$ cat src/rtl/mul_div_pkg.sv
// Shared definitions for the iterative multiply/divide unit.
//   - op encodings presented on seq_mul_div.op
//   - FSM state enum
//   - width_ok(): elaboration-time sanity check of the operand width
package mul_div_pkg;

    localparam logic [1:0] OP_MUL  = 2'b00;  // signed multiply
    localparam logic [1:0] OP_MULU = 2'b01;  // unsigned multiply
    localparam logic [1:0] OP_DIV  = 2'b10;  // signed divide
    localparam logic [1:0] OP_DIVU = 2'b11;  // unsigned divide

    typedef enum logic [1:0] {
        IDLE = 2'd0,
        RUN  = 2'd1,
        FIX  = 2'd2,
        DONE = 2'd3
    } state_t;

    // The Booth/restoring datapath assumes at least a few bits of operand.
    function automatic bit width_ok(input int w);
        return (w >= 4);
    endfunction

endpackage

$ cat src/rtl/cond_negate.sv
// Conditional two's-complement negation (combinational).
//   din  : WIDTH-bit value
//   neg  : 1 -> dout = -din, 0 -> dout = din
//   dout : WIDTH-bit result
// Used for operand magnitudes at accept and for quotient/remainder sign fix-up.
module cond_negate #(
    parameter int WIDTH = 32
) (
    input  logic [WIDTH-1:0] din,
    input  logic             neg,
    output logic [WIDTH-1:0] dout
);

    assign dout = neg ? (~din + WIDTH'(1)) : din;

endmodule

$ cat src/rtl/seq_mul_div.sv
// Iterative multiply/divide unit, one bit per clock.
//   clk      : clock, rising edge
//   rst      : synchronous active-high reset
//   start    : request an operation (accepted only when busy=0)
//   op       : 00 MUL, 01 MULU, 10 DIV, 11 DIVU
//   a, b     : multiplicand/dividend, multiplier/divisor (captured on accept)
//   busy     : high in RUN and FIX
//   done     : one-cycle pulse, results valid in that cycle
//   lo, hi   : product low/high half, or quotient/remainder
//   div_zero : set when a divide completes with b=0
// Multiply: radix-2 Booth on a (WIDTH+1)-bit accumulator. Divide: restoring
// division on magnitudes with sign correction in FIX.
module seq_mul_div
    import mul_div_pkg::*;
#(
    parameter  int WIDTH = 32,
    localparam int CNT_W = $clog2(WIDTH + 1)
) (
    input  logic             clk,
    input  logic             rst,
    input  logic             start,
    input  logic [1:0]       op,
    input  logic [WIDTH-1:0] a,
    input  logic [WIDTH-1:0] b,
    output logic             busy,
    output logic             done,
    output logic [WIDTH-1:0] lo,
    output logic [WIDTH-1:0] hi,
    output logic             div_zero
);

    if (!width_ok(WIDTH)) begin : g_bad_width
        $error("seq_mul_div: WIDTH must be >= 4");
    end

    localparam logic [CNT_W-1:0] LAST = CNT_W'(WIDTH - 1);

    state_t            state, state_nxt;
    logic [CNT_W-1:0]  cnt;

    // Captured operation context
    logic [1:0]        op_q;
    logic              a_neg_q, b_neg_q;

    // Shift datapath: acc is the product high part / partial remainder,
    // mq is the multiplier / dividend-then-quotient, aux is the Booth bit.
    logic signed [WIDTH:0] acc;
    logic signed [WIDTH:0] mcand;
    logic [WIDTH-1:0]      mq;
    logic                  aux;

    // Accept-time decode
    logic             accept;
    logic             is_div_in, signed_in, a_neg_in, b_neg_in, div0_in;
    logic [WIDTH-1:0] a_mag, b_mag;

    assign busy      = (state == RUN) || (state == FIX);
    assign done      = (state == DONE);
    assign accept    = start && !busy;
    assign is_div_in = op[1];
    assign signed_in = !op[0];
    assign a_neg_in  = signed_in && a[WIDTH-1];
    assign b_neg_in  = signed_in && b[WIDTH-1];
    assign div0_in   = is_div_in && (b == '0);

    cond_negate #(.WIDTH(WIDTH)) u_abs_a (
        .din  (a),
        .neg  (is_div_in && a_neg_in),
        .dout (a_mag)
    );

    cond_negate #(.WIDTH(WIDTH)) u_abs_b (
        .din  (b),
        .neg  (is_div_in && b_neg_in),
        .dout (b_mag)
    );

    // Per-iteration arithmetic
    logic signed [WIDTH:0] booth_sum;
    logic signed [WIDTH:0] mulu_sum;
    logic [WIDTH:0]        div_shift;
    logic [WIDTH+1:0]      div_diff;

    always_comb begin
        booth_sum = acc;
        case ({mq[0], aux})
            2'b01:   booth_sum = acc + mcand;
            2'b10:   booth_sum = acc - mcand;
            default: booth_sum = acc;
        endcase
        // Booth over WIDTH bits treats the multiplier as signed; for MULU a set
        // multiplier MSB (left in aux) needs one more +a*2^WIDTH step.
        mulu_sum  = acc + mcand;
        div_shift = {acc[WIDTH-1:0], mq[WIDTH-1]};
        div_diff  = {1'b0, div_shift} - {1'b0, mcand};
    end

    // Sign fix-up: quotient negative iff signs differ, remainder follows a.
    logic [WIDTH-1:0] q_fix, r_fix, mul_hi;
    logic             is_sdiv_q;

    assign is_sdiv_q = (op_q == OP_DIV);
    assign mul_hi    = ((op_q == OP_MULU) && aux) ? mulu_sum[WIDTH-1:0] : acc[WIDTH-1:0];

    cond_negate #(.WIDTH(WIDTH)) u_fix_q (
        .din  (mq),
        .neg  (is_sdiv_q && (a_neg_q ^ b_neg_q)),
        .dout (q_fix)
    );

    cond_negate #(.WIDTH(WIDTH)) u_fix_r (
        .din  (acc[WIDTH-1:0]),
        .neg  (is_sdiv_q && a_neg_q),
        .dout (r_fix)
    );

    // FSM next state
    always_comb begin
        state_nxt = state;
        case (state)
            IDLE, DONE: begin
                if (accept) begin
                    state_nxt = div0_in ? DONE : RUN;
                end else begin
                    state_nxt = IDLE;
                end
            end
            RUN:     if (cnt == LAST) state_nxt = FIX;
            FIX:     state_nxt = DONE;
            default: state_nxt = IDLE;
        endcase
    end

    // Control and result registers
    always_ff @(posedge clk) begin
        if (rst) begin
            state    <= IDLE;
            cnt      <= '0;
            lo       <= '0;
            hi       <= '0;
            div_zero <= 1'b0;
        end else begin
            state <= state_nxt;
            if (accept) begin
                cnt      <= '0;
                div_zero <= 1'b0;
                if (div0_in) begin
                    lo       <= '1;
                    hi       <= a;
                    div_zero <= 1'b1;
                end
            end else if (state == RUN) begin
                cnt <= cnt + CNT_W'(1);
            end
            if (state == FIX) begin
                if (op_q[1]) begin
                    lo <= q_fix;
                    hi <= r_fix;
                end else begin
                    lo <= mq;
                    hi <= mul_hi;
                end
            end
        end
    end

    // Shift datapath (reset only through the FSM; contents are don't-care until accept)
    always_ff @(posedge clk) begin
        if (accept) begin
            op_q    <= op;
            a_neg_q <= a_neg_in;
            b_neg_q <= b_neg_in;
            aux     <= 1'b0;
            acc     <= '0;
            if (is_div_in) begin
                mq    <= a_mag;
                mcand <= {1'b0, b_mag};
            end else begin
                mq    <= b;
                mcand <= signed_in ? {a[WIDTH-1], a} : {1'b0, a};
            end
        end else if (state == RUN) begin
            if (op_q[1]) begin
                if (!div_diff[WIDTH+1]) begin
                    acc <= div_diff[WIDTH:0];
                    mq  <= {mq[WIDTH-2:0], 1'b1};
                end else begin
                    acc <= div_shift;
                    mq  <= {mq[WIDTH-2:0], 1'b0};
                end
            end else begin
                acc <= booth_sum >>> 1;
                mq  <= {booth_sum[0], mq[WIDTH-1:1]};
                aux <= mq[0];
            end
        end
    end

endmodule

$ cat config.mk
export PLATFORM = sky130hd
export DESIGN_NAME = seq_mul_div
export DESIGN_NICKNAME = d
export VERILOG_FILES = /design/src/rtl/mul_div_pkg.sv /design/src/rtl/cond_negate.sv /design/src/rtl/seq_mul_div.sv
export SDC_FILE = /design/constraint.sdc
export NUM_CORES = 1
export LEC_CHECK = 0
export CORE_ASPECT_RATIO = 0.75
export CORE_MARGIN = 3
export CORE_UTILIZATION = 35
export DETAILED_ROUTE_END_ITERATION = 8
export RECOVER_POWER = 100
export SETUP_SLACK_MARGIN = 0.15
export SYNTH_ARGS = -nofsm -noshare
export SYNTH_HDL_FRONTEND = slang
export SYNTH_HIERARCHICAL = 1
export SYNTH_SLANG_ARGS = --single-unit
$ cat constraint.sdc
create_clock -name clk -period 4.2 [get_ports clk]
set_clock_uncertainty 0.05 [all_clocks]
set_input_delay 1.26 -clock clk [delete_from_list [all_inputs] [get_ports clk]]
set_output_delay 1.26 -clock clk [all_outputs]
set_load 0.005 [all_outputs]
==> impl_metrics.env <==
export IMPL_clock_sinks=176
export IMPL_root_buffer="clkbuf_16"
export IMPL_post_route_drc_count=0
export IMPL_ys_warnings_count=6
export IMPL_ys_seq_area_frac=0.231
export IMPL_syn_instance_count=2245
export IMPL_cts_post_setup_buffers_inserted=0
export IMPL_crit_type="input pin to flop"
export IMPL_cts_max_level=4
export IMPL_worstMarginPinSlew_ps=1970
export IMPL_core_area_mm2=0.0508
export IMPL_io_pins=136
export IMPL_crit_top_cell="nand2_1"
export IMPL_p_leak_nw=7.74
export IMPL_fin_nets=2532
export IMPL_ys_flop_type="dfxtp_1"
export IMPL_powerDensity_mw_per_mm2=760
export IMPL_cts_buffers=17
export IMPL_via_count=18367
export IMPL_slowest_stage="clkbuf_1"
export IMPL_antenna_found_initial=3
export IMPL_synth_edf_count=69
export IMPL_area_growth_pct=16.1
export IMPL_clk_latency_ps=460
export IMPL_drt_vias_per_instance=6.00
export IMPL_critPathArrivalTime_ps=4420
export IMPL_critPathLaunchType="input pin"
export IMPL_hold_viol=0
export IMPL_cp_required_ps=4560
export IMPL_crit_buf_inv=2
export IMPL_synth_area_mm2=0.0182
export IMPL_grtUsageTotal=0.246
export IMPL_fillCellCount=5183
export IMPL_endpoint_kind="flop"
export IMPL_slew_headroom=-0.310
export IMPL_grt_max_degree=119
export IMPL_grt_pass1_vias=17364
export IMPL_hold_class="flop to flop"
export IMPL_cpLargestDelayFamily="buffers and inverters"
export IMPL_drtPass1Iterations=6
export IMPL_synthesis_nets=2424
export IMPL_slew_violations=66
export IMPL_vdd_drop_max_uv=378
export IMPL_grt_pass1_wl_um=106000
export IMPL_violations="max-capacitance violations, max-slew violations"
export IMPL_syn_area_per_cell_um2=8.11
export IMPL_path_cells="dlygate4sd3_1, nand2_1, clkbuf_1, nand2_1, a311oi_1, a31o_2"
export IMPL_drt_iter0_drc=2191
export IMPL_rows=71
export IMPL_status="finished, violations left"
export IMPL_path_clk_slew_ps=90
export IMPL_die_w_um=269
export IMPL_gp_routability_congestion=0.946
export IMPL_wl_per_cell_um=22.8
export IMPL_cts_tree="yes"
export IMPL_setup_viol=0
export IMPL_overflow=0
export IMPL_detail_route_wirelength_um=69600
export IMPL_fin_area_mm2=0.0211
export IMPL_clockBufferDepth=2
export IMPL_dpl_cell_area_mm2=0.0207
export IMPL_ys_types=89
export IMPL_fin_crit_ps=4060
export IMPL_path_max_fanout=21
export IMPL_hpwlAfterDp_um=54400
export IMPL_dieArea_mm2=0.0548
export IMPL_grt_setup_unrepaired="yes"
export IMPL_timing_max_cap_violations=1
export IMPL_async_flop_share=0
export IMPL_die_h_um=204
export IMPL_max_freq_mhz=247
export IMPL_cpPeakStageDelay_ps=1080
export IMPL_io_buffers=135
export IMPL_ant_nets=0
export IMPL_start_util=0.358
export IMPL_ys_ff_latch=176
export IMPL_finalPower_mw=16.1
export IMPL_setup_tns_ps=0
export IMPL_period_share=0.966
export IMPL_drive_gt1_frac=0.103
==> sequential cells by signal, indices dropped and copies added (netlist names), 2 cells and up <==
name   count
lo        32
acc       33
state      2
op_q       2
hi        32
mq        32
mcand     33
cnt        6
==> power breakdown <==
part           switching, mW  internal [mW]  leakage, nW  total (mW)
clock network          0.873          0.800        0.288        1.67
logic                   6.81           4.21         5.91        11.0
registers              0.819           2.56         1.54        3.38
==> logic make-up (layout without fill, tap and decap cells) <==
family | Yosys count | in the layout | share of synthesized area
compound gates | 780 | 780 | 0.301
simple gates | 645 | 645 | 0.190
buf+inv | 248 | 369 | 0.0546
xor+xnor | 193 | 193 | 0.0932
flops | 176 | 176 | 0.231
fa+ha+maj | 110 | 110 | 0.0768
mux | 93 | 93 | 0.0533
other cells | 0 | 2 | 0
==> placed cells by master (no fill, tap or decap), drive strengths merged, types with 23 or more instances in the layout <==
cell / netlist / routed
a21oi: 210 / 210
xnor2: 178 / 178
nand2: 164 / 164
nor2: 155 / 155
a211oi: 148 / 148
o21ai: 118 / 118
dfxtp: 107 / 107
ha: 107 / 107
inv: 95 / 100
buf: 53 / 86
dlygate4sd3: 0 / 73
nor2b: 69 / 69
edfxtp: 69 / 69
mux2i: 61 / 61
clkdlybuf4s50: 0 / 60
o31ai: 50 / 50
nor3: 45 / 45
nand3: 44 / 44
o41ai: 39 / 39
nor4: 39 / 39
clkbuf: 95 / 35
mux2: 32 / 32
a21o: 29 / 29
nand2b: 27 / 27
nand4: 23 / 23
==> through the flow <==
stage | hold slack (ps) | std cells | utilization | worst slack, ps
after detailed placement | 445 | 3027 | 0.407 | 306
after CTS | 458 | 3059 | 0.419 | 343
after global routing | 472 | 3059 | 0.416 | 66.3
after floorplan | 408 | 2245 | - | 668
final | 448 | 3061 | 0.416 | 144
after global placement | 422 | 3027 | 0.407 | 352
==> worst min-delay path: cells and delay by family, from the launching register on <==
family	cells	cell delay, ps
flops	1	310
compound gates	1	50
simple gates	1	90
==> worst paths after layout <==
kind / from / to / slack [ps] / depth (start not counted)
worst max-delay path: start / acc[4]$_SDFFE_PP0P_ / 140 / 6
worst max register to register: mcand[1]$_DFFE_PP_ / acc[27]$_SDFFE_PP0P_ / 280 / 12
worst min register to register: lo[30]$_SDFFE_PP0P_ / lo[30]$_SDFFE_PP0P_ / 450 / 2
worst min-delay path: lo[30]$_SDFFE_PP0P_ / lo[30]$_SDFFE_PP0P_ / 450 / 2
==> routing by layer <==
metal / vias up / part of all wire / global-route usage
met4: 4 / 0.016 / 0.0505
met3: 85 / 0.10 / 0.0627
met2: 793 / 0.41 / 0.356
met1: 8838 / 0.47 / 0.364
met5: - / 0.0013 / 0.00965
li1: 8647 / - / -
==> synth_stat cells, types with 7 or more instances <==
master / count / area, µm²
a211oi_1: 146 / 1100
a21o_1: 29 / 218
a21oi_1: 204 / 1020
a221o_1: 13 / 130
a221oi_1: 18 / 158
a311oi_1: 9 / 78.8
a31o_2: 7 / 61.3
a31oi_1: 17 / 106
and2_1: 11 / 68.8
and3_1: 12 / 75.1
buf_1: 28 / 105
buf_2: 17 / 85.1
clkbuf_1: 94 / 353
dfxtp_1: 107 / 2140
edfxtp_1: 69 / 2070
ha_1: 107 / 1340
inv_1: 92 / 345
mux2_2: 32 / 360
mux2i_1: 61 / 611
nand2_1: 164 / 616
nand2b_1: 27 / 169
nand3_1: 44 / 220
nand4_1: 23 / 144
nor2_1: 155 / 582
nor2b_1: 69 / 432
nor3_1: 42 / 210
nor4_1: 22 / 138
nor4_4: 16 / 340
o211ai_1: 18 / 135
o21a_1: 8 / 60.1
o21ai_0: 111 / 556
o21ai_1: 7 / 35.0
o21bai_1: 11 / 82.6
o221ai_1: 12 / 105
o22ai_1: 14 / 87.6
o311a_1: 7 / 70.1
o31ai_1: 49 / 368
o41ai_1: 23 / 201
o41ai_2: 16 / 260
or2_2: 13 / 81.3
or2b_1: 8 / 60.1
or3_1: 15 / 93.8
xnor2_1: 177 / 1550
xor2_1: 15 / 131
==> final cells by class <==
class / count / area [µm²] / share of cell area
Multi-Input combinational cell: 1821 / 13000 / 0.613
Clock buffer: 17 / 425 / 0.0201
Sequential cell: 176 / 4210 / 0.199
Tap cell: 693 / 867 / 0.0410
Inverter: 100 / 384 / 0.0182
Antenna cell: 2 / 5.00 / 0.000237
Clock inverter: 15 / 169 / 0.00799
Timing Repair Buffer: 237 / 2110 / 0.0999
==> timing repair <==
action	4_1_cts	5_1_grt
hold buffers	0	0
gates resized for setup	0	5
endpoints found under the setup margin	0	7
Note: power is estimated with default switching activity, not from simulation.
